`src/rtl/fifo_ssd_pkg.sv`:
```
// Shared constants for the FIFO display feeder: data width, display field layout
// and the helper that packs FIFO state into the 32-bit display word.
package fifo_ssd_pkg;

  localparam int unsigned DATA_WIDTH = 8;

  localparam int unsigned DispLastPoppedLsb  = 24;
  localparam int unsigned DispHeadLsb        = 16;
  localparam int unsigned DispLastPushedLsb  = 8;
  localparam int unsigned DispCountLsb       = 4;
  localparam int unsigned DispFlagsLsb       = 0;

  localparam int unsigned FlagOverflow  = 3;
  localparam int unsigned FlagUnderflow = 2;
  localparam int unsigned FlagFull      = 1;
  localparam int unsigned FlagEmpty     = 0;

  function automatic logic [31:0] pack_display(
    input logic [DATA_WIDTH-1:0] last_popped,
    input logic [DATA_WIDTH-1:0] head,
    input logic [DATA_WIDTH-1:0] last_pushed,
    input logic [3:0]            count,
    input logic                  overflow,
    input logic                  underflow,
    input logic                  full,
    input logic                  empty
  );
    logic [31:0] word;
    word = '0;
    word[DispLastPoppedLsb +: DATA_WIDTH] = last_popped;
    word[DispHeadLsb +: DATA_WIDTH]       = head;
    word[DispLastPushedLsb +: DATA_WIDTH] = last_pushed;
    word[DispCountLsb +: 4]               = count;
    word[DispFlagsLsb + FlagOverflow]     = overflow;
    word[DispFlagsLsb + FlagUnderflow]    = underflow;
    word[DispFlagsLsb + FlagFull]         = full;
    word[DispFlagsLsb + FlagEmpty]        = empty;
    return word;
  endfunction

endpackage

```
`src/rtl/button_debouncer.sv`:
```
// Two-flop synchronizer, stability counter and rising-edge pulse for one raw push button.
module button_debouncer #(
  parameter int unsigned DebounceCycles = 1_000_000
) (
  input  logic clk_i,
  input  logic rst_i,
  input  logic btn_i,
  output logic pulse_o
);

  localparam int unsigned        CntW    = $clog2(DebounceCycles + 1);
  localparam logic [CntW-1:0]    CntLast = CntW'(DebounceCycles - 1);

  logic            sync1_q, sync2_q;
  logic            level_q, level_d;
  logic            pulse_q, pulse_d;
  logic [CntW-1:0] cnt_q, cnt_d;

  // Counter runs only while the synchronized input disagrees with the accepted level.
  always_comb begin
    level_d = level_q;
    cnt_d   = '0;
    if (sync2_q != level_q) begin
      if (cnt_q == CntLast) begin
        level_d = sync2_q;
      end else begin
        cnt_d = cnt_q + CntW'(1);
      end
    end
    pulse_d = level_d & ~level_q;
  end

  always_ff @(posedge clk_i) begin
    if (rst_i) begin
      sync1_q <= 1'b0;
      sync2_q <= 1'b0;
      level_q <= 1'b0;
      cnt_q   <= '0;
      pulse_q <= 1'b0;
    end else begin
      sync1_q <= btn_i;
      sync2_q <= sync1_q;
      level_q <= level_d;
      cnt_q   <= cnt_d;
      pulse_q <= pulse_d;
    end
  end

  assign pulse_o = pulse_q;

endmodule

```
`src/rtl/fifo_ssd_feeder.sv`:
```
// Debounced push/pop buttons driving an 8-entry byte FIFO whose state is packed into
// a registered 32-bit word for the seven-segment display manager.
module fifo_ssd_feeder #(
  parameter int unsigned DATA_WIDTH      = fifo_ssd_pkg::DATA_WIDTH,
  parameter int unsigned DEPTH           = 8,
  parameter int unsigned DEBOUNCE_CYCLES = 1_000_000
) (
  input  logic                  fifo_ssd_feeder_clk,
  input  logic                  fifo_ssd_feeder_rst,
  input  logic                  fifo_ssd_feeder_port_push_btn,
  input  logic                  fifo_ssd_feeder_port_pop_btn,
  input  logic [DATA_WIDTH-1:0] fifo_ssd_feeder_port_data_in,
  output logic [31:0]           fifo_ssd_feeder_oport_display,
  output logic                  fifo_ssd_feeder_oport_full,
  output logic                  fifo_ssd_feeder_oport_empty
);

  import fifo_ssd_pkg::*;

  localparam int unsigned     PtrW      = $clog2(DEPTH);
  localparam int unsigned     CntW      = PtrW + 1;
  localparam logic [CntW-1:0] FullCount = CntW'(DEPTH);

  logic push_req, pop_req;

  button_debouncer #(.DebounceCycles(DEBOUNCE_CYCLES)) u_push_debouncer (
    .clk_i  (fifo_ssd_feeder_clk),
    .rst_i  (fifo_ssd_feeder_rst),
    .btn_i  (fifo_ssd_feeder_port_push_btn),
    .pulse_o(push_req)
  );

  button_debouncer #(.DebounceCycles(DEBOUNCE_CYCLES)) u_pop_debouncer (
    .clk_i  (fifo_ssd_feeder_clk),
    .rst_i  (fifo_ssd_feeder_rst),
    .btn_i  (fifo_ssd_feeder_port_pop_btn),
    .pulse_o(pop_req)
  );

  logic [DATA_WIDTH-1:0] mem_q [DEPTH];
  logic [DATA_WIDTH-1:0] mem_d [DEPTH];
  logic [PtrW-1:0]       wr_ptr_q, wr_ptr_d, rd_ptr_q, rd_ptr_d;
  logic [CntW-1:0]       count_q, count_d;
  logic [DATA_WIDTH-1:0] last_pushed_q, last_pushed_d, last_popped_q, last_popped_d;
  logic                  overflow_q, overflow_d, underflow_q, underflow_d;
  logic [31:0]           display_q, display_d;
  logic                  is_full, is_empty, do_push, do_pop;
  logic [DATA_WIDTH-1:0] head;

  assign is_full  = (count_q == FullCount);
  assign is_empty = (count_q == '0);

  always_comb begin
    mem_d         = mem_q;
    wr_ptr_d      = wr_ptr_q;
    rd_ptr_d      = rd_ptr_q;
    count_d       = count_q;
    last_pushed_d = last_pushed_q;
    last_popped_d = last_popped_q;
    overflow_d    = overflow_q;
    underflow_d   = underflow_q;

    // A simultaneous pop frees the slot, so a push into a full FIFO still goes ahead.
    do_push = push_req & (~is_full | pop_req);
    do_pop  = pop_req & ~is_empty;

    if (push_req && !pop_req && is_full)  overflow_d  = 1'b1;
    if (pop_req && !push_req && is_empty) underflow_d = 1'b1;

    if (do_push) begin
      mem_d[wr_ptr_q] = fifo_ssd_feeder_port_data_in;
      wr_ptr_d        = wr_ptr_q + PtrW'(1);
      last_pushed_d   = fifo_ssd_feeder_port_data_in;
    end
    if (do_pop) begin
      last_popped_d = mem_q[rd_ptr_q];
      rd_ptr_d      = rd_ptr_q + PtrW'(1);
    end

    if (do_push && !do_pop)      count_d = count_q + CntW'(1);
    else if (do_pop && !do_push) count_d = count_q - CntW'(1);

    // Display tracks the post-update state so it is current one cycle after the request.
    head      = (count_d != '0) ? mem_d[rd_ptr_d] : '0;
    display_d = pack_display(last_popped_d, head, last_pushed_d, 4'(count_d),
                             overflow_d, underflow_d, count_d == FullCount, count_d == '0);
  end

  always_ff @(posedge fifo_ssd_feeder_clk) begin
    if (fifo_ssd_feeder_rst) begin
      wr_ptr_q      <= '0;
      rd_ptr_q      <= '0;
      count_q       <= '0;
      last_pushed_q <= '0;
      last_popped_q <= '0;
      overflow_q    <= 1'b0;
      underflow_q   <= 1'b0;
      display_q     <= 32'h0000_0001;
    end else begin
      wr_ptr_q      <= wr_ptr_d;
      rd_ptr_q      <= rd_ptr_d;
      count_q       <= count_d;
      last_pushed_q <= last_pushed_d;
      last_popped_q <= last_popped_d;
      overflow_q    <= overflow_d;
      underflow_q   <= underflow_d;
      display_q     <= display_d;
    end
  end

  // Storage needs no reset; contents are only observable through count-qualified reads.
  always_ff @(posedge fifo_ssd_feeder_clk) begin
    mem_q <= mem_d;
  end

  assign fifo_ssd_feeder_oport_display = display_q;
  assign fifo_ssd_feeder_oport_full    = is_full;
  assign fifo_ssd_feeder_oport_empty   = is_empty;

endmodule
```
`config.mk`:
```
export PLATFORM = sky130hd
export DESIGN_NAME = fifo_ssd_feeder
export DESIGN_NICKNAME = d
export VERILOG_FILES = /design/src/rtl/fifo_ssd_pkg.sv /design/src/rtl/button_debouncer.sv /design/src/rtl/fifo_ssd_feeder.sv
export SDC_FILE = /design/constraint.sdc
export NUM_CORES = 1
export LEC_CHECK = 0
export ABC_AREA = 1
export CORE_AREA = 5 5 205 108
export DETAILED_ROUTE_END_ITERATION = 6
export DIE_AREA = 0 0 210 113
export MAX_ROUTING_LAYER = met4
export PLACE_DENSITY_LB_ADDON = 0.08
export SLEW_MARGIN = 10
export SYNTH_ARGS = -nofsm -noshare
export SYNTH_HDL_FRONTEND = slang
export SYNTH_SLANG_ARGS = --single-unit
export TNS_END_PERCENT = 30
```
`constraint.sdc`:
```
create_clock -name fifo_ssd_feeder_clk -period 1.9 [get_ports fifo_ssd_feeder_clk]
set_input_delay 0.38 -clock fifo_ssd_feeder_clk [delete_from_list [all_inputs] [get_ports fifo_ssd_feeder_clk]]
set_output_delay 0.38 -clock fifo_ssd_feeder_clk [all_outputs]
set_load 0.005 [all_outputs]
```
==> summary.md, run 1 <==
| Metric | Value |
|---|---|
| Clock latency on the worst-skew pair | 0.44 ns |
| R2R depth | 14 |
| Drt wl/cell | about 17 um |
| Worst Path Required | 1.52 ns |
| Initial antenna violation count | 0 |
| Yosys warning total | 0 |
| Cell leakage power | 4.48 nW |
| Starting density of the core | approximately two fifths |
| Hold crit path type | register to register |
| Max Slew Vio Count | 0 |
| Finish-stage setup viols | 0 |
| Standard-cell rows | 37 |
| Cells along the critical path | buf_4, clkdlybuf4s50_1 |
| I/O Pins | 46 |
| F_max | 540 MHz |
| Synth top area share | 38.0% |
| Crit Path Class | register to output pin |
| Syn_nets | 1214 |
| Cts hold-fix bufs | 0 |
| Power density over the cells | 673 mW/mm2 |
| Vias in the first global route | 7456 |
| Routed Antenna Nets | 0 |
| Via count | between 8k and 9k |
| Final period utilization | approximately 97% |
| Port-buffer cells | 45 |
| Initial DRC count | around 840 |
| H-tree depth | 4 |
| Sequential share of the synthesized area | 38.0% |
| Drt pass-1 iters | 5 |
| Primary FF master, synth | dfxtp_1 |
| Ys async rst share | 0% |
| Hold Fails Final Rpt | 0 |
| Die W | approximately 210 um |
| Mapped Area | just under 0.008 mm2 |
| Avg Inst Size Synth | roughly 6.6 um2 |
| CP max stage delay | 0.50 ns |
| Flop-to-flop setup slack | 0.09 ns |
| Hold path depth | 2 |
| Total Routing Usage GR | 23.7% |
| Peak supply drop | 0.000488 V |
| Placer Congestion | 0.898 |
| Clock Sinks | 150 |
| Die area | 0.0237 mm2 |
| Post-DP HPWL | about 20 mm |
| Synth Instances | 1196 |
| Synth top area cells | dfxtp_1 38%, nand2_1 18%, nand3_1 9.7% |
| Setup TNS Final | 0 ns |
| Slew Limit Headroom | 58.0% |
| Share of layout cells above drive strength 1 | 16.1% |
| Worst Path Arrival | 1.47 ns |
| Worst-margin pin slew | 0.628 ns |
| Status | complete, no violations |
| FF+latch count, synth | 150 |
| Clk buf depth | 2 |
| Critical R2R Launch | count_q[0]$_SDFF_PP0_ |
| Yosys top cell by area | dfxtp_1 |
| CTS buffer count | 17 |
| Reg-to-reg endpoint | fifo_ssd_feeder_oport_display[18]$_SDFF_PP0_ |
| # DRC | 0 |
| Post-Route Skew | 0.00946 ns |
| Die Y | 113 um |
| Clk root buf | clkbuf_16 |
| Area growth, synth to finish | 29.1% |
| First-pass GRT wire length | 42.9 mm |
| Critical path launch point type | register |
| Max Fanout on Critical Path | 5 |
| Max_cap viols | 0 |
| CP max-delay cell | clkdlybuf4s50_1 |
| NumNets Final | 1346 |
| Worst Setup End Kind | output pin |
| WL final | between 20 and 30 mm |
| Clock Pin Slew Worst Setup and Hold Paths | around 0.06 ns |
| Via density | 5.25 |
| RSZ-0062 raised after global routing | true |
| End of the worst hold path | u_pop_debouncer.sync2_q$_SDFF_PP0_ |
| Post-synth EDFFs | 0 |
| CTS tree | built |
| Total grt overflow | 0 |
| Hold wc startpoint | u_pop_debouncer.sync1_q$_SDFF_PP0_ |
| Core area | 0.0201 mm2 |
| Synth cell types | 37 |
| Post-Route Utilization | 50.8% |
| Final min period | 1.85 ns |
| Largest net degree at the start of global routing | 34 |
| Number of diodes | 0 |
logic make-up after synthesis:
group	count (synthesis)	share of synthesized area, %
AND/OR/NAND/NOR	740	41.0
AO/OA/AOI/OAI	153	10.4
flip-flops	150	38.0
buffers and inverters	133	7.91
XOR/XNOR	14	1.79
adder cells (fa/ha/maj)	6	0.949
worst max-delay path by stage:
stage	end	from	slack, ns	cells past startpoint
6_report	fifo_ssd_feeder_oport_display[6]	count_q[2]$_SDFF_PP0_	0.05	2
5_1_grt	fifo_ssd_feeder_oport_display[18]$_SDFF_PP0_	count_q[0]$_SDFF_PP0_	-0.01	13
4_1_cts	fifo_ssd_feeder_oport_empty	count_q[1]$_SDFF_PP0_	0.004	6
3_5_place_dp	fifo_ssd_feeder_oport_display[22]$_SDFF_PP0_	count_q[0]$_SDFF_PP0_	-0.05	13
3_3_place_gp	fifo_ssd_feeder_oport_display[22]$_SDFF_PP0_	count_q[0]$_SDFF_PP0_	-0.02	13
2_1_floorplan	fifo_ssd_feeder_oport_display[23]$_SDFF_PP0_	count_q[0]$_SDFF_PP0_	0.05	11
routing by layer:
| metal | GRT usage, % | vias up | part of all wire [%] |
|---|---|---|---|
| li1 | - | 4219 | - |
| met1 | 36.9 | 3885 | 52 |
| met2 | 29.8 | 349 | 37 |
| met3 | 6.12 | 27 | 9.5 |
| met4 | 5.47 | 0 | 1.0 |
| met5 | - | - | 0 |
repair_timing:
item | 4_1_cts | 5_1_grt
setup buffers | 0 | 11
gates cloned | 0 | 2
setup endpoints to repair | 10 | 14
pin swaps | 1 | 10
gates resized for setup | 11 | 32
worst max-delay path, delay by kind of cell (launching register included):
| family | cells | cell delay (ns) |
|---|---|---|
| buffers and inverters | 2 | 0.66 |
| DFF | 1 | 0.37 |
cell usage in the layout, fill, tap and decap left out, types with 7 or more instances in the layout:
cell and count:
dfxtp_2 7, clkdlybuf4s50_1 43, dfxtp_1 143, nor3_1 16, inv_2 7, buf_12 11, nor2_1 118, nand3_1 150
nand2_2 8, inv_1 62, buf_4 112, xor2_1 9, nand2_1 372, nand4_1 35, clkbuf_16 19, o21ai_1 8
o21ai_0 82, nand2_4 7, o211ai_1 16, a21oi_1 42
stage by stage:
| step | hold slack (ns) | total power [mW] | area, um2 | std cells | worst slack (ns) |
|---|---|---|---|---|---|
| after floorplan | 0.388 | 3.26 | 7910 | 1196 | 0.0461 |
| after global placement | 0.392 | 3.36 | 9340 | 1569 | -0.0235 |
| after detailed placement | 0.401 | 3.36 | 9340 | 1569 | -0.0543 |
| after CTS | 0.409 | 6.93 | 9970 | 1601 | 0.00358 |
| after global routing | 0.418 | 7.08 | 10200 | 1614 | -0.0119 |
| final | 0.403 | 6.87 | 10200 | 1614 | 0.0498 |
Yosys cell counts (4+ instances only):
library cell / number
xnor2_1: 4
buf_2: 21
o211ai_1: 16
nand4_1: 35
inv_2: 6
nor4_1: 5
o21ai_1: 7
xor2_1: 9
nand2_1: 378
or2_2: 6
buf_6: 8
nand2_4: 7
ha_1: 6
nor3b_1: 6
inv_1: 66
a21oi_1: 42
buf_4: 10
nand3_1: 154
o21ai_0: 83
dfxtp_1: 150
clkbuf_1: 20
nor2_1: 120
nor3_1: 17
where the power goes:
part	internal [mW]	total (mW)	switching, mW
Combinational	0.0569	0.135	0.0776
Sequential	3.15	3.15	0.00337
Clock	2.14	3.59	1.45
state kept, by name, summed over array words and instances (netlist names):
signal,cells
u_pop_debouncer.sync1_q,1
rd_ptr_q,3
u_pop_debouncer.level_q,1
last_pushed_q,7
mem_q,64
u_push_debouncer.cnt_q,20
wr_ptr_q,3
count_q,3
u_push_debouncer.level_q,1
u_pop_debouncer.pulse_o,1
last_popped_q,8
u_pop_debouncer.cnt_q,20
u_pop_debouncer.sync2_q,1
u_push_debouncer.sync1_q,1
u_push_debouncer.sync2_q,1
u_push_debouncer.pulse_o,1
fifo_ssd_feeder_oport_display,14
cell type report:
cell class              count  area, um2
inverters                  74        290
well taps                 273        342
flip-flops and latches    150       3010
fillers                  2054       9880
multi-input cells         913       4360
repair buffers            172       1590
clock inverters            11        149
clock buffers              21        460
No activity file was read; power rests on OpenSTA's default activity.
==> inputs of run 2 (changes only) <==
- SKIP_LAST_GASP: default -> 1
==> run 2 against run 1 <==
  * Clock power is essentially flat
  * Clock-buffer cell count is the same
  * First-iteration DRC count grew 5.3%
  * Power is essentially flat
  * Non-clock buffer count grew 1
  * Combinational power is essentially flat
  * Sequential cell count is the same
  * Sequential power is essentially flat
  * Largest cell class unchanged
  * Core utilization grew 0.087 points
  * Via count grew 1.0%
  * Setup slack lost 0.034 ns
  * Register-to-register slack is essentially flat
==> summary.md, run 2 (synthesis gave the netlist of run 1 again) <==
| Metric | Value |
|---|---|
| Die area | 0.0237 mm2 |
| Worst-margin pin slew | 0.613 ns |
| CTS buffer count | 17 |
| Max Slew Vio Count | 0 |
| RSZ-0062 raised after global routing | true |
| Max Fanout on Critical Path | 5 |
| Most frequent cells in the layout | 374 x nand2_1, 151 x nand3_1, 143 x dfxtp_1, 119 x nor2_1, 112 x buf_4 |
| Initial DRC count | approximately 890 |
| Post-DP HPWL | 20.1 mm |
| Reg-to-reg endpoint | fifo_ssd_feeder_oport_display[20]$_SDFF_PP0_ |
| Drt pass-1 iters | 7 |
| Setup ws final | around 0.016 ns |
| Critical path launch point type | register |
| Inst Count DP | 1569 |
| Fin cells | approximately 1.6k |
| I/O Pins | 46 |
| Via count | 8565 |
| Total power | 6.87 mW |
| H-tree depth | 4 |
| Peak supply drop | 0.000492 V |
| Pre-CTS setup slack | -0.0543 ns |
| Max_cap viols | 0 |
| Worst Path Required | 1.52 ns |
| Routed Antenna Nets | 0 |
| Power density over the cells | 672 mW/mm2 |
| Design area | 0.0102 mm2 |
| Area growth, synth to finish | 29.3% |
| Placed cell areas | 0.00934 mm2 |
| Total grt overflow | 0 |
| Placer Congestion | 0.898 |
| Largest net degree at the start of global routing | 34 |
| First-pass GRT wire length | about 43 mm |
| Max reg flops | between 60 and 70 |
| Standard-cell rows | 37 |
| Die W | 210 um |
| CTS tree | built |
| NumNets Final | roughly 1.3k |
| Crit path launch | count_q[0]$_SDFF_PP0_ |
| Total Routing Usage GR | 23.7% |
| Port-buffer cells | 45 |
| Seq. cell area | 0.00301 mm2 |
| Post-Route Skew | around 0.011 ns |
| Cell leakage power | 4.50 nW |
| Hold Fails Final Rpt | 0 |
| Hold crit path type | register to register |
| Initial antenna violation count | 0 |
| Final-layout fill cell count | 2050 |
| Worst Setup End Kind | output pin |
| Crit Path Class | register to output pin |
| Via density | ~5.3 |
| Reg with most FFs | mem_q |
| Drt wl/cell | 17.2 um |
| Core area | 0.0201 mm2 |
| Clock Pin Slew Worst Setup and Hold Paths | 0.06 ns |
| Number of diodes | 0 |
| Critical Path End | fifo_ssd_feeder_oport_empty |
| Final period utilization | between 90 and 100% |
| Critical R2R Launch | count_q[0]$_SDFF_PP0_ |
| Clock Sinks | 150 |
| Clock latency on the worst-skew pair | 0.44 ns |
| Slew Limit Headroom | 58.9% |
| Clk buf depth | 2 |
| Cts hold-fix bufs | 0 |
| Worst Path Arrival | 1.50 ns |
| Starting density of the core | between 30% and 40% |
| Final min period | 1.88 ns |
| Die Y | 113 um |
| R2R depth | 12 |
| F_max | 531 MHz |
| # DRC | 0 |
| Status | complete, no violations |
| Biggest regs | mem_q x64, u_pop_debouncer.cnt_q x20, u_push_debouncer.cnt_q x20 |
| Flop-to-flop setup slack | around 0.09 ns |
| Commonest non-fill, non-tap cell in the layout | nand2_1 |
| Share of layout cells above drive strength 1 | approximately 16% |
| Vias in the first global route | 7456 |
| Area used by multi-input combinational logic | 0.00434 mm2 |
| WL final | roughly 28 mm |
| Clk root buf | clkbuf_16 |
| Finish-stage setup viols | 0 |
-- run 2: cell types whose count changed in the layout (fill, tap and decap cells not counted) --
| cell | change |
|---|---|
| buf_2 | -1 |
| clkbuf_16 | +1 |
| clkbuf_2 | -1 |
| clkdlybuf4s15_1 | +2 |
| nand2_1 | +2 |
| nand2_2 | -2 |
| nand3_1 | +1 |
| nand3_2 | -1 |
| nor2_1 | +1 |
| nor2_2 | -1 |
| nor3_1 | +1 |
| nor3_2 | -1 |
-- run 2: per-layer routing --
metal	wire length (um)	up-vias	GRT usage [%]
li1	-	4219	-
met5	0	-	-
met3	2650	34	6.12
met1	14500	3956	36.9
met4	301	0	5.47
met2	10400	356	29.8
-- run 2: report_power, final --
group          switching (mW)  total, mW  internal (mW)
combinational          0.0780      0.135         0.0569
sequential            0.00340       3.15           3.15
clock                    1.44       3.58           2.14
-- run 2: cell type report --
class	count	share of cell area, %
clock inverter	11	1.46
multi-input combinational	913	42.5
clock buffer	21	4.50
tap	273	3.34
timing repair buffer	173	15.9
sequential	150	29.5
inverter	74	2.84
-- run 2: how the worst min path moves through the flow --
stage                                  startpoint                                 end  slack (ns)  cells past startpoint
3_5_place_dp   u_pop_debouncer.sync1_q$_SDFF_PP0_  u_pop_debouncer.sync2_q$_SDFF_PP0_        0.40                      2
2_1_floorplan  u_pop_debouncer.sync1_q$_SDFF_PP0_  u_pop_debouncer.sync2_q$_SDFF_PP0_        0.39                      2
3_3_place_gp   u_pop_debouncer.sync1_q$_SDFF_PP0_  u_pop_debouncer.sync2_q$_SDFF_PP0_        0.39                      2
4_1_cts        u_pop_debouncer.sync1_q$_SDFF_PP0_  u_pop_debouncer.sync2_q$_SDFF_PP0_        0.41                      2
5_1_grt        u_pop_debouncer.sync1_q$_SDFF_PP0_  u_pop_debouncer.sync2_q$_SDFF_PP0_        0.42                      2
6_report       u_pop_debouncer.sync1_q$_SDFF_PP0_  u_pop_debouncer.sync2_q$_SDFF_PP0_        0.40                      2
-- run 2: critical path: stages (launching register included) --
cell and delay (ns):
dfxtp_2 0.32, inv_2 0.07, ha_4 0.17, nand2_4 0.08
buf_4 0.14, inv_1 0.06, clkdlybuf4s15_1 0.22
-- run 2: repair_timing --
| item | 4_1_cts | 5_1_grt |
|---|---|---|
| setup endpoints to repair | 10 | 14 |
| cloned | 0 | 3 |
| pin swaps | 1 | 10 |
| resized for setup | 10 | 25 |
| setup buffers | 0 | 11 |
-- run 2: through the flow --
step	setup TNS, ns	hold WS [ns]	util (%)
final	0	0.403	50.9
after global routing	-0.180	0.418	50.9
after CTS	-0.00495	0.409	49.6
after detailed placement	-0.319	0.401	46.5
after global placement	-0.141	0.392	46.5
after floorplan	0	0.388	-
==> inputs of run 3 (changes only) <==
- CORE_AREA: 5 5 205 108 -> 5 5 178 94
- DIE_AREA: 0 0 210 113 -> 0 0 183 99
==> run 3 against run 2 <==
  * Clock power up 3%
  * Core utilization up 16 points
  * Clock-buffer cell count down 3
  * Fmax up 0.14%
  * Critical path depth unchanged
  * Wire length down 6.0%
  * Register-to-register slack worse by 0.07 ns
  * First-iteration DRC count up 18%
  * Sequential cell count unchanged
  * Via count down 0.91%
  * Critical path type unchanged
==> summary.md, run 3 (synthesis gave the netlist of run 1 again) <==
| Metric | Value |
|---|---|
| Max Fanout on Critical Path | 4 |
| Flop-to-flop setup slack | 0.02 ns |
| Worst Path Required | 1.52 ns |
| Hold crit path type | register to register |
| Total Routing Usage GR | 29.0% |
| Drt pass-1 iters | 6 |
| Starting density of the core | 52.7% |
| Net Sw Frac | 22.1% |
| Fin cells | 1520 |
| Via count | 8487 |
| Standard-cell rows | 32 |
| Crit path launch | count_q[0]$_SDFF_PP0_ |
| Initial DRC count | between 1k and 1.5k |
| Total internal power | approximately 5.4 mW |
| Max Slew Vio Count | 0 |
| Final-layout fill cell count | 1348 |
| Die Y | 99 um |
| Vias in the first global route | between 7k and 8k |
| NumNets Final | 1320 |
| Reg with most FFs | mem_q |
| Post-Route Utilization | 66.4% |
| Clock share of power | around 53% |
| Placer Congestion | 0.921 |
| F_max | 532 MHz |
| Die W | 183 um |
| End of the worst hold path | u_pop_debouncer.sync2_q$_SDFF_PP0_ |
| Via density | around 5.6 |
| Clk root buf | clkbuf_16 |
| Critical R2R Launch | rd_ptr_q[0]$_SDFF_PP0_ |
| Initial antenna violation count | 0 |
| Max_cap viols | 0 |
| CTS buffer count | 17 |
| RSZ-0062 raised after global routing | true |
| Biggest regs | mem_q x64, u_pop_debouncer.cnt_q x20, u_push_debouncer.cnt_q x20 |
| Hold Fails Final Rpt | 0 |
| Routed Antenna Nets | 0 |
| Total grt overflow | 0 |
| Clock Sinks | 150 |
| Clock latency on the worst-skew pair | around 0.43 ns |
| Worst-margin pin slew | between 0.6 and 0.7 ns |
| Max reg flops | between 60 and 70 |
| WL final | 26.2 mm |
| Commonest non-fill, non-tap cell in the layout | nand2_1 |
| Inst Count DP | 1476 |
| First-pass GRT wire length | 40.7 mm |
| Core area | 0.0150 mm2 |
| Slew Limit Headroom | 57.3% |
| Sw power | 1.54 mW |
| Drt wl/cell | 17.2 um |
| Seq pwr share | 45.2% |
| Clock Pin Slew Worst Setup and Hold Paths | 0.06 ns |
| Cell leakage power | 4.37 nW |
| H-tree depth | 4 |
| Worst Setup End Kind | output pin |
| Final min period | 1.88 ns |
| # DRC | 0 |
| Placed cell areas | about 0.009 mm2 |
| Clk buf depth | 2 |
| Combinational fraction of design power | roughly 2% |
| Hold path depth | 2 |
| Design area | roughly 0.010 mm2 |
| Power density over the cells | 698 mW/mm2 |
| Critical path launch point type | register |
| Status | complete, no violations |
| R2R depth | 6 |
| Area growth, synth to finish | 26.1% |
| Share of layout cells above drive strength 1 | 14.4% |
| Worst Path Arrival | 1.50 ns |
| Post-Route Skew | just under 0.01 ns |
| Port-buffer cells | 45 |
| Peak supply drop | 0.000681 V |
| Finish-stage setup viols | 0 |
| I/O Pins | 46 |
| Crit Path Class | register to output pin |
| Cts hold-fix bufs | 0 |
| Final period utilization | 99.0% |
| Reg-to-reg endpoint | last_popped_q[7]$_SDFFE_PP0N_ |
| Largest net degree at the start of global routing | 45 |
| Post-DP HPWL | 17.8 mm |
| Die area | 0.0181 mm2 |
| Most frequent cells in the layout | 374 x nand2_1, 151 x nand3_1, 143 x dfxtp_1, 115 x nor2_1, 83 x buf_4 |
| Hold wc startpoint | u_pop_debouncer.sync1_q$_SDFF_PP0_ |
| CTS tree | built |
run 3: cell count changes in the layout (fill, tap and decap cells not counted), sizes merged:
cell	previous run	this run
clkdlybuf4s15	2	0
diode	0	1
clkinvlp	5	4
inv	72	75
buf	125	98
bufinv	3	4
nand2	388	389
dlygate4sd2	0	1
clkbuf	24	21
run 3: worst max path at each step:
stage / end / depth (start not counted)
after global placement: fifo_ssd_feeder_oport_display[16]$_SDFF_PP0_ / 13
after floorplan: fifo_ssd_feeder_oport_display[23]$_SDFF_PP0_ / 11
final: fifo_ssd_feeder_oport_full / 6
after CTS: fifo_ssd_feeder_oport_empty / 6
after detailed placement: fifo_ssd_feeder_oport_display[23]$_SDFF_PP0_ / 13
after global routing: fifo_ssd_feeder_oport_full / 6
run 3: repair_timing:
item / in CTS / in global routing
setup buffers: 5 / 4
gates cloned: 1 / 3
gates resized for setup: 15 / 27
pin swaps: 5 / 8
endpoints found under the setup margin: 10 / 14
run 3: power by group through the flow:
| stage | clock, mW | sequential (mW) | combinational, mW |
|---|---|---|---|
| global placement | 0 | 3.22 | 0.136 |
| global route | 3.85 | 3.15 | 0.151 |
| floorplan | 0 | 3.22 | 0.0387 |
| CTS | 3.70 | 3.15 | 0.137 |
| detailed placement | 0 | 3.22 | 0.135 |
| finish | 3.67 | 3.15 | 0.142 |
run 3: metal layers:
metal / GRT usage (%) / vias up / share of wire (%)
met5: - / - / 0
met4: 6.46 / 0 / 1.7
met3: 7.96 / 53 / 12
met2: 37.2 / 446 / 37
met1: 44.2 / 3816 / 49
li1: - / 4172 / -
run 3: metrics by stage:
step	worst slack (ns)	power, mW	setup TNS (ns)	hold WS [ns]
floorplan	0.0461	3.26	0	0.388
detailed placement	-0.0677	3.36	-0.459	0.392
CTS	-0.00741	6.99	-0.00741	0.403
global placement	0.00500	3.36	0	0.397
global route	-0.0333	7.15	-0.175	0.435
finish	0.0186	6.96	0	0.400
run 3: worst max-delay path, cell delays in order, from the launching register on:
cell           delay [ns]
dfxtp_2              0.33
inv_2                0.07
ha_4                 0.18
nand3_2              0.09
buf_4                0.14
inv_1                0.04
dlygate4sd2_1        0.22
run 3: area by class of cell:
type,count,area [um2],share of cell area (%)
Clock buffer,18,429,4.30
Tap cell,204,255,2.56
Antenna cell,1,2.50,0.0251
Multi-Input combinational cell,914,4410,44.2
Clock inverter,14,200,2.01
Timing Repair Buffer,145,1380,13.9
Inverter,74,284,2.85
Sequential cell,150,3010,30.2
